<file path="src/rtl/mul_share_ctrl.sv">
// mul_share_ctrl -- lets two requesters share one iterative mantissa multiplier.
//
// Operand pairs come in over valid/ready and are arbitrated round-robin. The
// multiplier's clear/start/done protocol is sequenced for each operation, and
// the product goes back to the requester that issued it over valid/ready.
//
// Optional feature macro: MUL_SHARE_ZERO_BYPASS_EN
//   When defined, an accepted pair with a zero operand skips the multiplier and
//   answers with a product of 0 in the cycle after acceptance.
//
// Ports:
//   clock, reset                  clock; asynchronous active-low reset
//   reqN{Valid,Ready,A,B}         operand request channel, N = 0/1 (W bits each)
//   respN{Valid,Ready,Prod}       product response channel, N = 0/1 (P bits)
//   mulIn1, mulIn2                operands to the shared multiplier
//   mulStart                      one-cycle start pulse
//   mulClear                      clear to multiplier (also high while reset low)
//   mulDone, mulOut               multiplier done level and product
module mul_share_ctrl #(
    parameter int FRAC_WIDTH = 23
) (
    input  logic                      clock,
    input  logic                      reset,
    input  logic                      req0Valid,
    output logic                      req0Ready,
    input  logic [FRAC_WIDTH:0]       req0A,
    input  logic [FRAC_WIDTH:0]       req0B,
    output logic                      resp0Valid,
    input  logic                      resp0Ready,
    output logic [2*FRAC_WIDTH+1:0]   resp0Prod,
    input  logic                      req1Valid,
    output logic                      req1Ready,
    input  logic [FRAC_WIDTH:0]       req1A,
    input  logic [FRAC_WIDTH:0]       req1B,
    output logic                      resp1Valid,
    input  logic                      resp1Ready,
    output logic [2*FRAC_WIDTH+1:0]   resp1Prod,
    output logic [FRAC_WIDTH:0]       mulIn1,
    output logic [FRAC_WIDTH:0]       mulIn2,
    output logic                      mulStart,
    output logic                      mulClear,
    input  logic                      mulDone,
    input  logic [2*FRAC_WIDTH+1:0]   mulOut
);
    localparam int W = FRAC_WIDTH + 1;
    localparam int P = 2 * W;

    typedef enum logic [2:0] {IDLE, CLEAR, START, BUSY, RESP} state_t;

    state_t         state, state_nxt;
    logic           last_grant;
    logic           gnt_id;
    logic [W-1:0]   op_a, op_b;
    logic [P-1:0]   result;

    // Round-robin pick: on a tie the requester that did not win last time goes.
    logic           want0, want1, accept;
    logic [W-1:0]   sel_a, sel_b;
    logic           sel_zero;

    assign want0    = req0Valid & (~req1Valid | last_grant);
    assign want1    = req1Valid & (~req0Valid | ~last_grant);
    assign accept   = (state == IDLE) & (want0 | want1);
    assign sel_a    = want1 ? req1A : req0A;
    assign sel_b    = want1 ? req1B : req0B;
    assign sel_zero = (sel_a == '0) | (sel_b == '0);

    // State register
    always_ff @(posedge clock or negedge reset) begin
        if (!reset) state <= IDLE;
        else        state <= state_nxt;
    end

    // Next-state logic
    always_comb begin
        state_nxt = state;
        case (state)
            IDLE: begin
                if (accept) begin
`ifdef MUL_SHARE_ZERO_BYPASS_EN
                    state_nxt = sel_zero ? RESP : CLEAR;
`else
                    state_nxt = CLEAR;
`endif
                end
            end
            CLEAR:   state_nxt = START;
            START:   state_nxt = BUSY;
            // mulDone may still be high from the previous operation until the
            // clear takes effect, so it is only looked at here.
            BUSY:    if (mulDone) state_nxt = RESP;
            RESP:    if (gnt_id ? resp1Ready : resp0Ready) state_nxt = IDLE;
            default: state_nxt = IDLE;
        endcase
    end

    // Operand / grant / result registers
    always_ff @(posedge clock or negedge reset) begin
        if (!reset) begin
            last_grant <= 1'b1;
            gnt_id     <= 1'b0;
            op_a       <= '0;
            op_b       <= '0;
            result     <= '0;
        end else begin
            if (accept) begin
                last_grant <= want1;
                gnt_id     <= want1;
                op_a       <= sel_a;
                op_b       <= sel_b;
`ifdef MUL_SHARE_ZERO_BYPASS_EN
                if (sel_zero) result <= '0;
`endif
            end
            if (state == BUSY && mulDone) result <= mulOut;
        end
    end

    // Outputs. Everything is gated so it reads 0 while reset is held low,
    // except mulClear, which holds the multiplier in its wait state.
    always_comb begin
        req0Ready  = 1'b0;
        req1Ready  = 1'b0;
        resp0Valid = 1'b0;
        resp1Valid = 1'b0;
        resp0Prod  = '0;
        resp1Prod  = '0;
        mulIn1     = '0;
        mulIn2     = '0;
        mulStart   = 1'b0;
        mulClear   = ~reset;
        if (reset) begin
            case (state)
                IDLE: begin
                    req0Ready = want0;
                    req1Ready = want1;
                end
                CLEAR: begin
                    mulClear = 1'b1;
                    mulIn1   = op_a;
                    mulIn2   = op_b;
                end
                START: begin
                    mulStart = 1'b1;
                    mulIn1   = op_a;
                    mulIn2   = op_b;
                end
                BUSY: begin
                    mulIn1 = op_a;
                    mulIn2 = op_b;
                end
                RESP: begin
                    if (gnt_id) begin
                        resp1Valid = 1'b1;
                        resp1Prod  = result;
                    end else begin
                        resp0Valid = 1'b1;
                        resp0Prod  = result;
                    end
                end
                default: ;
            endcase
        end
    end

    // sel_zero only steers the optional bypass path.
    logic unused_ok;
    assign unused_ok = sel_zero;

endmodule

</file>
<file path="config.mk">
export PLATFORM = sky130hd
export DESIGN_NAME = mul_share_ctrl
export DESIGN_NICKNAME = d
export VERILOG_FILES = /design/src/rtl/mul_share_ctrl.sv
export SDC_FILE = /design/constraint.sdc
export NUM_CORES = 1
export LEC_CHECK = 0
export CORE_MARGIN = 1.5
export CORE_UTILIZATION = 38
export CTS_BUF_LIST = sky130_fd_sc_hd__clkbuf_16
export CTS_CLUSTER_DIAMETER = 50
export DETAILED_ROUTE_END_ITERATION = 12
export GPL_TIMING_DRIVEN = 0
export PLACE_DENSITY = 0.83
export SYNTH_ARGS = -nofsm -noshare
export SYNTH_HDL_FRONTEND = slang
export SYNTH_SLANG_ARGS = --single-unit
</file>
<file path="constraint.sdc">
create_clock -name clock -period 2.1 [get_ports clock]
set_input_delay 0.42 -clock clock [delete_from_list [all_inputs] [get_ports clock]]
set_output_delay 0.42 -clock clock [all_outputs]
set_load 0.05 [all_outputs]
</file>
==> results of run 1 <==
where the power goes:
group / switching [mW] / total [mW] / leakage (nW) / internal, mW
logic: 3.43 / 7.08 / 3.32 / 3.65
registers: 0.874 / 3.83 / 1.15 / 2.95
clock network: 0.768 / 1.82 / 0.154 / 1.05
total: 5.08 / 12.7 / 4.62 / 7.65
layer usage:
layer | share of wire (%) | vias up | global-route usage (%) | routed length (um)
met3 | 7.3 | 44 | 7.94 | 1710
met4 | 2.8 | 0 | 8.48 | 667
li1 | - | 2346 | - | -
met1 | 35 | 2679 | 32.1 | 8320
met2 | 54 | 262 | 53.6 | 12800
met5 | 0 | - | 0 | 0
worst reg2reg max path, delay by kind of cell, from the launching register on:
family                 cells  cell delay (ns)
buffers and inverters      4             0.75
DFF                        1             0.45
and+or+nand+nor            2             0.36
muxes                      1             0.35
Yosys cell counts:
master | n | area, um2
buf_4 | 3 | 22.5
o221a_2 | 48 | 541
a2bb2oi_1 | 1 | 8.76
nand2_1 | 2 | 7.51
nand2b_1 | 2 | 12.5
mux2i_1 | 1 | 10.0
mux2_2 | 48 | 541
nand3_1 | 2 | 10.0
and4_1 | 2 | 17.5
nor3_1 | 6 | 30.0
o31ai_1 | 1 | 7.51
or3_1 | 48 | 300
o21a_1 | 1 | 7.51
buf_2 | 8 | 40.0
dfrtp_1 | 100 | 2500
a21boi_0 | 1 | 7.51
inv_1 | 4 | 15.0
or4b_4 | 1 | 13.8
clkbuf_1 | 30 | 113
dfstp_2 | 1 | 26.3
and2_1 | 145 | 907
nor2_1 | 3 | 11.3
a21oi_1 | 2 | 10.0
and3_2 | 1 | 7.51
through the flow:
step                      TNS (ns)  area [um2]  instances  power [mW]
after global placement    -1118.15        8470        937        8.77
after detailed placement   -258.41        8490        938        8.95
final                       -16.07       10700       1000        12.7
after global routing        -26.19       10700       1000        13.2
after CTS                   -18.23       10100        994        11.7
after floorplan                  0        5240        461        7.06
worst min-delay path by stage:
| stage | to | cells after the start | slack (ns) | from |
|---|---|---|---|---|
| floorplan | gnt_id$_DFFE_PN0P_ | 0 | 0.12 | reset |
| finish | result[25]$_DFFE_PN0P_ | 2 | 0.03 | reset |
| CTS | op_b[2]$_DFFE_PN0P_ | 2 | 0.02 | reset |
| detailed placement | result[37]$_DFFE_PN0P_ | 1 | 0.50 | result[37]$_DFFE_PN0P_ |
| global route | result[3]$_DFFE_PN0P_ | 2 | 0.03 | reset |
| global placement | result[1]$_DFFE_PN0P_ | 1 | 0.49 | result[1]$_DFFE_PN0P_ |
registers in the layout (all words and copies together), names as in the netlist:
signal,cells
result,48
op_a,24
op_b,24
state,3
gnt_id,1
last_grant,1
area by class of cell:
type	instances	area (um2)
buffer	35	302
clock buffer	9	225
clock inverter	7	97.6
fill	717	2580
inverter	4	18.8
multi-input combinational	315	2870
sequential	101	2530
tap	176	220
timing repair buffer	353	4400
cell families (layout without fill, tap and decap cells):
kind of cell | count (synthesis) | after routing | synth area share [%]
buffers and inverters | 45 | 408 | 3.68
multiplexers | 49 | 49 | 10.7
flip-flops | 101 | 101 | 48.9
AND/OR/NAND/NOR | 212 | 212 | 25.5
AO/OA/AOI/OAI | 54 | 54 | 11.3
repair_timing:
action | CTS | global route
hold endpoints to repair | 29 | 0
pin swaps | 20 | 10
buffers inserted | 32 | 9
setup endpoints to repair | 150 | 178
gates cloned | 6 | 3
gates resized for setup | 1256 | 183
hold buffers | 2 | 0
==> results.json, run 1 <==
{
  "timing.final.crit_share_pct": 110,
  "antenna_found_initial": 0,
  "post-place-ws_ns": -2.21,
  "r2r_slack_ns": 0.07,
  "reg2reg_from": "state[1]$_DFFE_PN0P_",
  "status": "finished, violations left",
  "cpMostUsedCell": "buf_8",
  "grt_pass1_vias": 5693,
  "peakVddDrop_uv": 808,
  "tightest_slew_ns": 0.487,
  "regToRegEndpoint": "result[43]$_DFFE_PN0P_",
  "dieHeight_um": 120,
  "drt-total-wl_um": 23500,
  "final_common_cell": "buf_8",
  "critPathBufInv": 4,
  "violations": "setup timing",
  "io_buffer_count": 300,
  "clkLatencyLatePin_ns": 0.34,
  "clock_tree.root_cell": "clkbuf_16",
  "track_usage_pct": 28.9,
  "fin_crit_ns": 2.30,
  "relSlewSlack_pct": 67.6,
  "yosys_register_bits": 101,
  "viasPerCell": 5.33,
  "setup.worst_path.class": "reg -> out",
  "grt_start_max_net_pins": 31,
  "cts_sinks": 101,
  "leakage_nw": 4.62,
  "path_depth": 7,
  "syn_to_final_growth_pct": 106,
  "hold_path.class": "in -> async",
  "worstSetupStartpoint": "state[0]$_DFFE_PN0P_",
  "synth.net_count": 612,
  "path_cells": "nor2_4 -> and4_4 -> buf_12 -> buf_8 -> buf_8 -> and2_4 -> buf_8",
  "grt.overflow.total": 0,
  "dr.pass1.iters": 5,
  "slowest_delay_ns": 0.46,
  "cp.arrival_ns": 1.88,
  "post_synth.cell_area_avg_um2": 11.2,
  "clk_pin_slew_ns": 0.07,
  "die_w_um": 120,
  "finalSetupViolations": 145,
  "drc": 0,
  "cts_tree": "yes",
  "syn_area_um2": 5170,
  "final_cell_mix": "buf_8 (150), clkdlybuf4s50_1 (148), and2_4 (133)",
  "yosysWarnings": 0,
  "max-cap-violations": 0,
  "ys_types": 24,
  "worst_ep_required_time_ns": 1.68,
  "grt_pass1_wl_um": 31900,
  "finish.utilization_pct": 80.5,
  "cp_max_fo": 6,
  "gp_congestion": 0.843,
  "cts-buffers-inserted": 9,
  "dp_hpwl_um": 13500,
  "drive_gt1_share_pct": 60.4,
  "n_antenna_cell": 0,
  "cts.path.max_buffers": 2,
  "initialDrtViolationCount": 336,
  "whs_ns": 0.0278,
  "drtAntennaViolNets": 0,
  "critical-path-top-delay-family": "simple AND/OR/NAND/NOR gates",
  "num_io_pins": 301,
  "dieArea_um2": 14300,
  "maxSlewViolCount": 0,
  "initial_utilization_pct": 39.0,
  "reg2reg_depth": 7,
  "hold_violations": 0,
  "start_kind": "flop",
  "final_nets": 970,
  "yosysSeqAreaShare_pct": 48.9,
  "fmax_ghz": 0.434,
  "num_vias": 5331,
  "core-area_um2": 13200,
  "crit_end": "resp0Prod[29]",
  "power.density_nw_per_um2": 1190,
  "rsz0062_at_grt": "true",
  "fin_skew_ns": 0.00541,
  "slowest_stage": "dfrtp_2",
  "setup_ws_ns": -0.203,
  "crit_path_end_kind": "output pin",
  "syn_inst": 461,
  "drt-wirelength-per-cell_um": 23.5,
  "htreeDepth": 3,
  "num_rows": 42
}
(Power assumes the default switching activity.)
==> inputs of run 2 (changes only) <==
MAX_ROUTING_LAYER = met4   (was unset)
==> results.json, run 2 (synthesis results as in run 1) <==
{
  "status": "finished, violations left",
  "violations": "setup timing",
  "worstSetupStartpoint": "state[0]$_DFFE_PN0P_",
  "fin_setup_tns_ns": -17.11,
  "setup_ws_ns": -0.218,
  "grt.overflow.total": 0,
  "relSlewSlack_pct": 66.8,
  "cp_max_fo": 6,
  "core-area_um2": 13200,
  "r2r_slack_ns": 0.08,
  "cp.arrival_ns": 1.90,
  "num_vias": 5381,
  "clock_tree.root_cell": "clkbuf_16",
  "largest_reg_flops": 48,
  "grt_pass1_vias": 5710,
  "nFillCells": 716,
  "drtAntennaViolNets": 0,
  "crit_end": "resp0Prod[29]",
  "final_nets": 970,
  "initialDrtViolationCount": 349,
  "n_antenna_cell": 0,
  "power.density_nw_per_um2": 1200,
  "final_common_cell": "buf_8",
  "track_usage_pct": 29.7,
  "antenna_found_initial": 0,
  "viasPerCell": 5.38,
  "initial_utilization_pct": 39.0,
  "io_buffer_count": 300,
  "worst_ep_required_time_ns": 1.68,
  "dieArea_um2": 14300,
  "fmax_ghz": 0.431,
  "crit_path_end_kind": "output pin",
  "dr.pass1.iters": 4,
  "largestRegisters": "result: 48 flops, op_a: 24 flops, op_b: 24 flops",
  "drt-wirelength-per-cell_um": 23.6,
  "rsz0062_at_grt": "true",
  "reg2reg_depth": 5,
  "drive_gt1_share_pct": 60.4,
  "cts_sinks": 101,
  "num_io_pins": 301,
  "reg2reg_from": "state[1]$_DFFE_PN0P_",
  "drc": 0,
  "peakVddDrop_uv": 810,
  "hold_violations": 0,
  "dieHeight_um": 120,
  "die_w_um": 120,
  "syn_to_final_growth_pct": 106,
  "tightest_slew_ns": 0.498,
  "cts_tree": "yes",
  "dp_hpwl_um": 13500,
  "num_rows": 42,
  "hold_path.class": "in -> async",
  "fin_crit_ns": 2.32,
  "regToRegEndpoint": "op_b[7]$_DFFE_PN0P_",
  "setup.worst_path.class": "reg -> out",
  "leakage_nw": 4.62,
  "clk_pin_slew_ns": 0.07,
  "finalSetupViolations": 145,
  "grt_pass1_wl_um": 31800,
  "start_kind": "flop",
  "timing.final.crit_share_pct": 110,
  "max-cap-violations": 0,
  "grt_start_max_net_pins": 31,
  "drt-total-wl_um": 23600,
  "fin_cells": 1000,
  "fin_skew_ns": 0.00792,
  "maxSlewViolCount": 0,
  "dp_cells": 938,
  "cts.path.max_buffers": 2,
  "final_cell_mix": "buf_8 (150), clkdlybuf4s50_1 (148), and2_4 (133)",
  "cts-buffers-inserted": 9,
  "largest-register": "result",
  "gp_congestion": 0.857,
  "htreeDepth": 3,
  "clkLatencyLatePin_ns": 0.35
}
-- run 2: cell types whose count changed in the layout (fill, tap and decap cells not counted), sizes merged --
cell,previous run,this run
clkbuf,27,26
buf,215,216
-- run 2: final cells by class --
class | instances | area, um2 | share of cell area, %
Multi-Input combinational cell | 315 | 2870 | 26.9
Timing Repair Buffer | 353 | 4400 | 41.3
Clock buffer | 9 | 225 | 2.11
Tap cell | 176 | 220 | 2.07
Clock inverter | 7 | 97.6 | 0.915
Sequential cell | 101 | 2530 | 23.7
Buffer | 35 | 302 | 2.83
Inverter | 4 | 18.8 | 0.176
-- run 2: stage by stage --
step                total power [mW]  hold slack [ns]  util (%)  instance area [um2]  worst slack, ns
global placement                8.77            0.493      63.9                 8470            -6.02
global route                    13.2           0.0266      80.5                10700           -0.273
CTS                             11.7           0.0241      76.2                10100           -0.241
finish                          12.8           0.0291      80.5                10700           -0.218
floorplan                       7.06            0.124         -                 5240          0.00787
detailed placement              8.95            0.504      64.1                 8490            -2.21
-- run 2: report_power, final --
| part | leakage, nW | internal [mW] | switching (mW) |
|---|---|---|---|
| clock network | 0.154 | 1.05 | 0.782 |
| registers | 1.15 | 2.95 | 0.878 |
| logic | 3.32 | 3.65 | 3.44 |
-- run 2: worst min path at each step --
stage          slack, ns                     end  cells past startpoint              startpoint
2_1_floorplan       0.12      gnt_id$_DFFE_PN0P_                      0                   reset
3_3_place_gp        0.49   result[1]$_DFFE_PN0P_                      1   result[1]$_DFFE_PN0P_
3_5_place_dp        0.50  result[37]$_DFFE_PN0P_                      1  result[37]$_DFFE_PN0P_
4_1_cts             0.02     op_b[2]$_DFFE_PN0P_                      2                   reset
5_1_grt             0.03  result[28]$_DFFE_PN0P_                      2                   reset
6_report            0.03  result[38]$_DFFE_PN0P_                      2                   reset
-- run 2: worst max-delay path: stages (launching register included) --
cell	delay, ns
dfrtp_2	0.46
nor2_4	0.15
and4_4	0.30
buf_12	0.12
buf_8	0.11
buf_8	0.11
and2_4	0.15
buf_8	0.14
-- run 2: per-layer routing --
layer | part of all wire (%) | GRT usage (%)
met5 | 0 | -
met4 | 2.4 | 8.56
met3 | 6.5 | 6.84
met2 | 54 | 53.6
met1 | 37 | 32.8
-- run 2: repair_timing --
| item | in CTS | in global routing |
|---|---|---|
| hold endpoints to repair | 29 | 0 |
| resized for setup | 1256 | 184 |
| buffers inserted | 32 | 9 |
| hold buffers | 2 | 0 |
| gates cloned | 6 | 3 |
| setup endpoints to repair | 150 | 178 |
| pin swaps | 20 | 10 |
==> inputs of run 3 (changes only) <==
ABC_CLOCK_PERIOD_IN_PS = 2100   (was unset)
CTS_BUF_LIST = unset   (was sky130_fd_sc_hd__clkbuf_16)
==> results.json, run 3 (synthesis results as in run 1) <==
{
  "status": "finished, violations left",
  "violations": "setup timing",
  "dp_cells": 938,
  "dieHeight_um": 120,
  "hold_violations": 0,
  "start_kind": "flop",
  "syn_to_final_growth_pct": 106,
  "dr.pass1.iters": 4,
  "cpMostUsedCell": "buf_8",
  "drt-total-wl_um": 23100,
  "finalSetupViolations": 145,
  "max-cap-violations": 0,
  "track_usage_pct": 29.8,
  "post-place-ws_ns": -2.21,
  "fin_crit_ns": 2.32,
  "num_io_pins": 301,
  "cts-buffers-inserted": 9,
  "leakage_nw": 4.62,
  "path_cells": "nor2_4 -> and4_4 -> buf_12 -> buf_8 -> buf_8 -> and2_4 -> buf_8",
  "largestRegisters": "result: 48 flops, op_a: 24 flops, op_b: 24 flops",
  "rsz0062_at_grt": "true",
  "grt_pass1_vias": 5712,
  "cp.arrival_ns": 1.90,
  "slowest_stage": "dfrtp_2",
  "clkPwrFrac_pct": 14.6,
  "initialDrtViolationCount": 326,
  "cts_tree": "yes",
  "maxSlewViolCount": 0,
  "peakVddDrop_uv": 805,
  "largest-register": "result",
  "drc": 0,
  "cp_max_fo": 6,
  "final_nets": 968,
  "n_antenna_cell": 0,
  "initial_utilization_pct": 39.0,
  "drt-wirelength-per-cell_um": 23.1,
  "switching_share_pct": 39.6,
  "final_cell_mix": "buf_8 (149), clkdlybuf4s50_1 (148), and2_4 (134)",
  "fin_cells": 998,
  "timing.final.crit_share_pct": 111,
  "clock_tree.root_cell": "clkbuf_16",
  "crit_path_end_kind": "output pin",
  "num_vias": 5351,
  "clkLatencyLatePin_ns": 0.35,
  "drive_gt1_share_pct": 60.6,
  "largest_reg_flops": 48,
  "worst_ep_required_time_ns": 1.68,
  "power.density_nw_per_um2": 1190,
  "seq_power_share_pct": 29.9,
  "relSlewSlack_pct": 66.2,
  "dieArea_um2": 14300,
  "fin_skew_ns": 0.00531,
  "grt_pass1_wl_um": 31900,
  "core-area_um2": 13200,
  "cts.path.max_buffers": 2,
  "htreeDepth": 3,
  "viasPerCell": 5.36,
  "gp_congestion": 0.857,
  "dp_hpwl_um": 13500,
  "final_common_cell": "buf_8",
  "num_rows": 42,
  "cts_sinks": 101,
  "drtAntennaViolNets": 0,
  "slowest_delay_ns": 0.46,
  "setup.worst_path.class": "reg -> out",
  "die_w_um": 120,
  "setup_ws_ns": -0.222,
  "nFillCells": 709,
  "clk_pin_slew_ns": 0.07,
  "fmax_ghz": 0.431,
  "io_buffer_count": 300,
  "tightest_slew_ns": 0.506,
  "hold_path.class": "in -> async",
  "comb_power_share_pct": 55.5,
  "antenna_found_initial": 0,
  "grt.overflow.total": 0,
  "internal-power_mw": 7.68,
  "switchingPower_mw": 5.05,
  "grt_start_max_net_pins": 31
}
-- run 3: cell count changes in the layout (fill, tap and decap cells not counted), sizes merged --
cell	before	now
buf	216	214
clkbuf	26	27
clkinv	2	1
-- run 3: stage by stage --
step           area (um2)  power, mW  setup TNS (ns)  hold WS, ns  util, %
2_1_floorplan        5240       7.06               0        0.124        -
3_3_place_gp         8470       8.77        -1118.15        0.493     63.9
3_5_place_dp         8490       8.95         -258.41        0.504     64.1
4_1_cts             10100       11.8          -18.23       0.0241     76.3
5_1_grt             10700       13.2          -26.19       0.0334     80.5
6_report            10700       12.7          -16.96       0.0249     80.5
-- run 3: per-layer routing --
layer,GRT usage (%),routed length (um),vias to the layer above
met3,6.13,1370,32
met5,-,0,-
met2,53.6,12700,236
met1,33.5,8680,2738
li1,-,-,2345
met4,8.33,357,0
-- run 3: critical path: cells and delay by family (launching register included) --
family / cells / cell delay (ns)
and+or+nand+nor: 3 / 0.59
buffers and inverters: 4 / 0.48
DFF: 1 / 0.46
-- run 3: area by class of cell --
| cell class | count | area (um2) | area share, % |
|---|---|---|---|
| repair buffers | 351 | 4380 | 41.1 |
| well taps | 176 | 220 | 2.07 |
| flip-flops and latches | 101 | 2530 | 23.7 |
| clock buffers | 10 | 239 | 2.24 |
| plain buffers | 35 | 302 | 2.83 |
| clock inverters | 6 | 93.8 | 0.880 |
| multi-input cells | 315 | 2870 | 26.9 |
| inverters | 4 | 18.8 | 0.176 |
-- run 3: repair_timing --
action	4_1_cts	5_1_grt
cloned	6	3
resized for setup	1256	181
buffers inserted	32	7
pin swaps	20	9
endpoints found under the hold margin	29	0
hold buffers	2	0
setup endpoints to repair	150	177
-- run 3: path summary, 6_finish.rpt --
check | start | endpoint | slack (ns) | cells after the start
hold reg to reg | last_grant$_DFFE_PN1P_ | last_grant$_DFFE_PN1P_ | 0.54 | 2
hold / removal | reset | result[25]$_DFFE_PN0P_ | 0.02 | 2
setup / recovery | state[0]$_DFFE_PN0P_ | resp0Prod[32] | -0.22 | 7
min in group clock | last_grant$_DFFE_PN1P_ | last_grant$_DFFE_PN1P_ | 0.54 | 2
max in group asynchronous | reset | op_b[22]$_DFFE_PN0P_ | 1.15 | 3
setup reg to reg | state[1]$_DFFE_PN0P_ | op_b[7]$_DFFE_PN0P_ | 0.09 | 5
-- run 3: power groups by stage --
stage	clock [mW]	combinational (mW)	sequential (mW)
3_5_place_dp	0	5.38	3.57
6_report	1.86	7.06	3.81
4_1_cts	1.89	6.26	3.62
5_1_grt	1.95	7.36	3.88
3_3_place_gp	0	5.26	3.51
2_1_floorplan	0	3.73	3.33
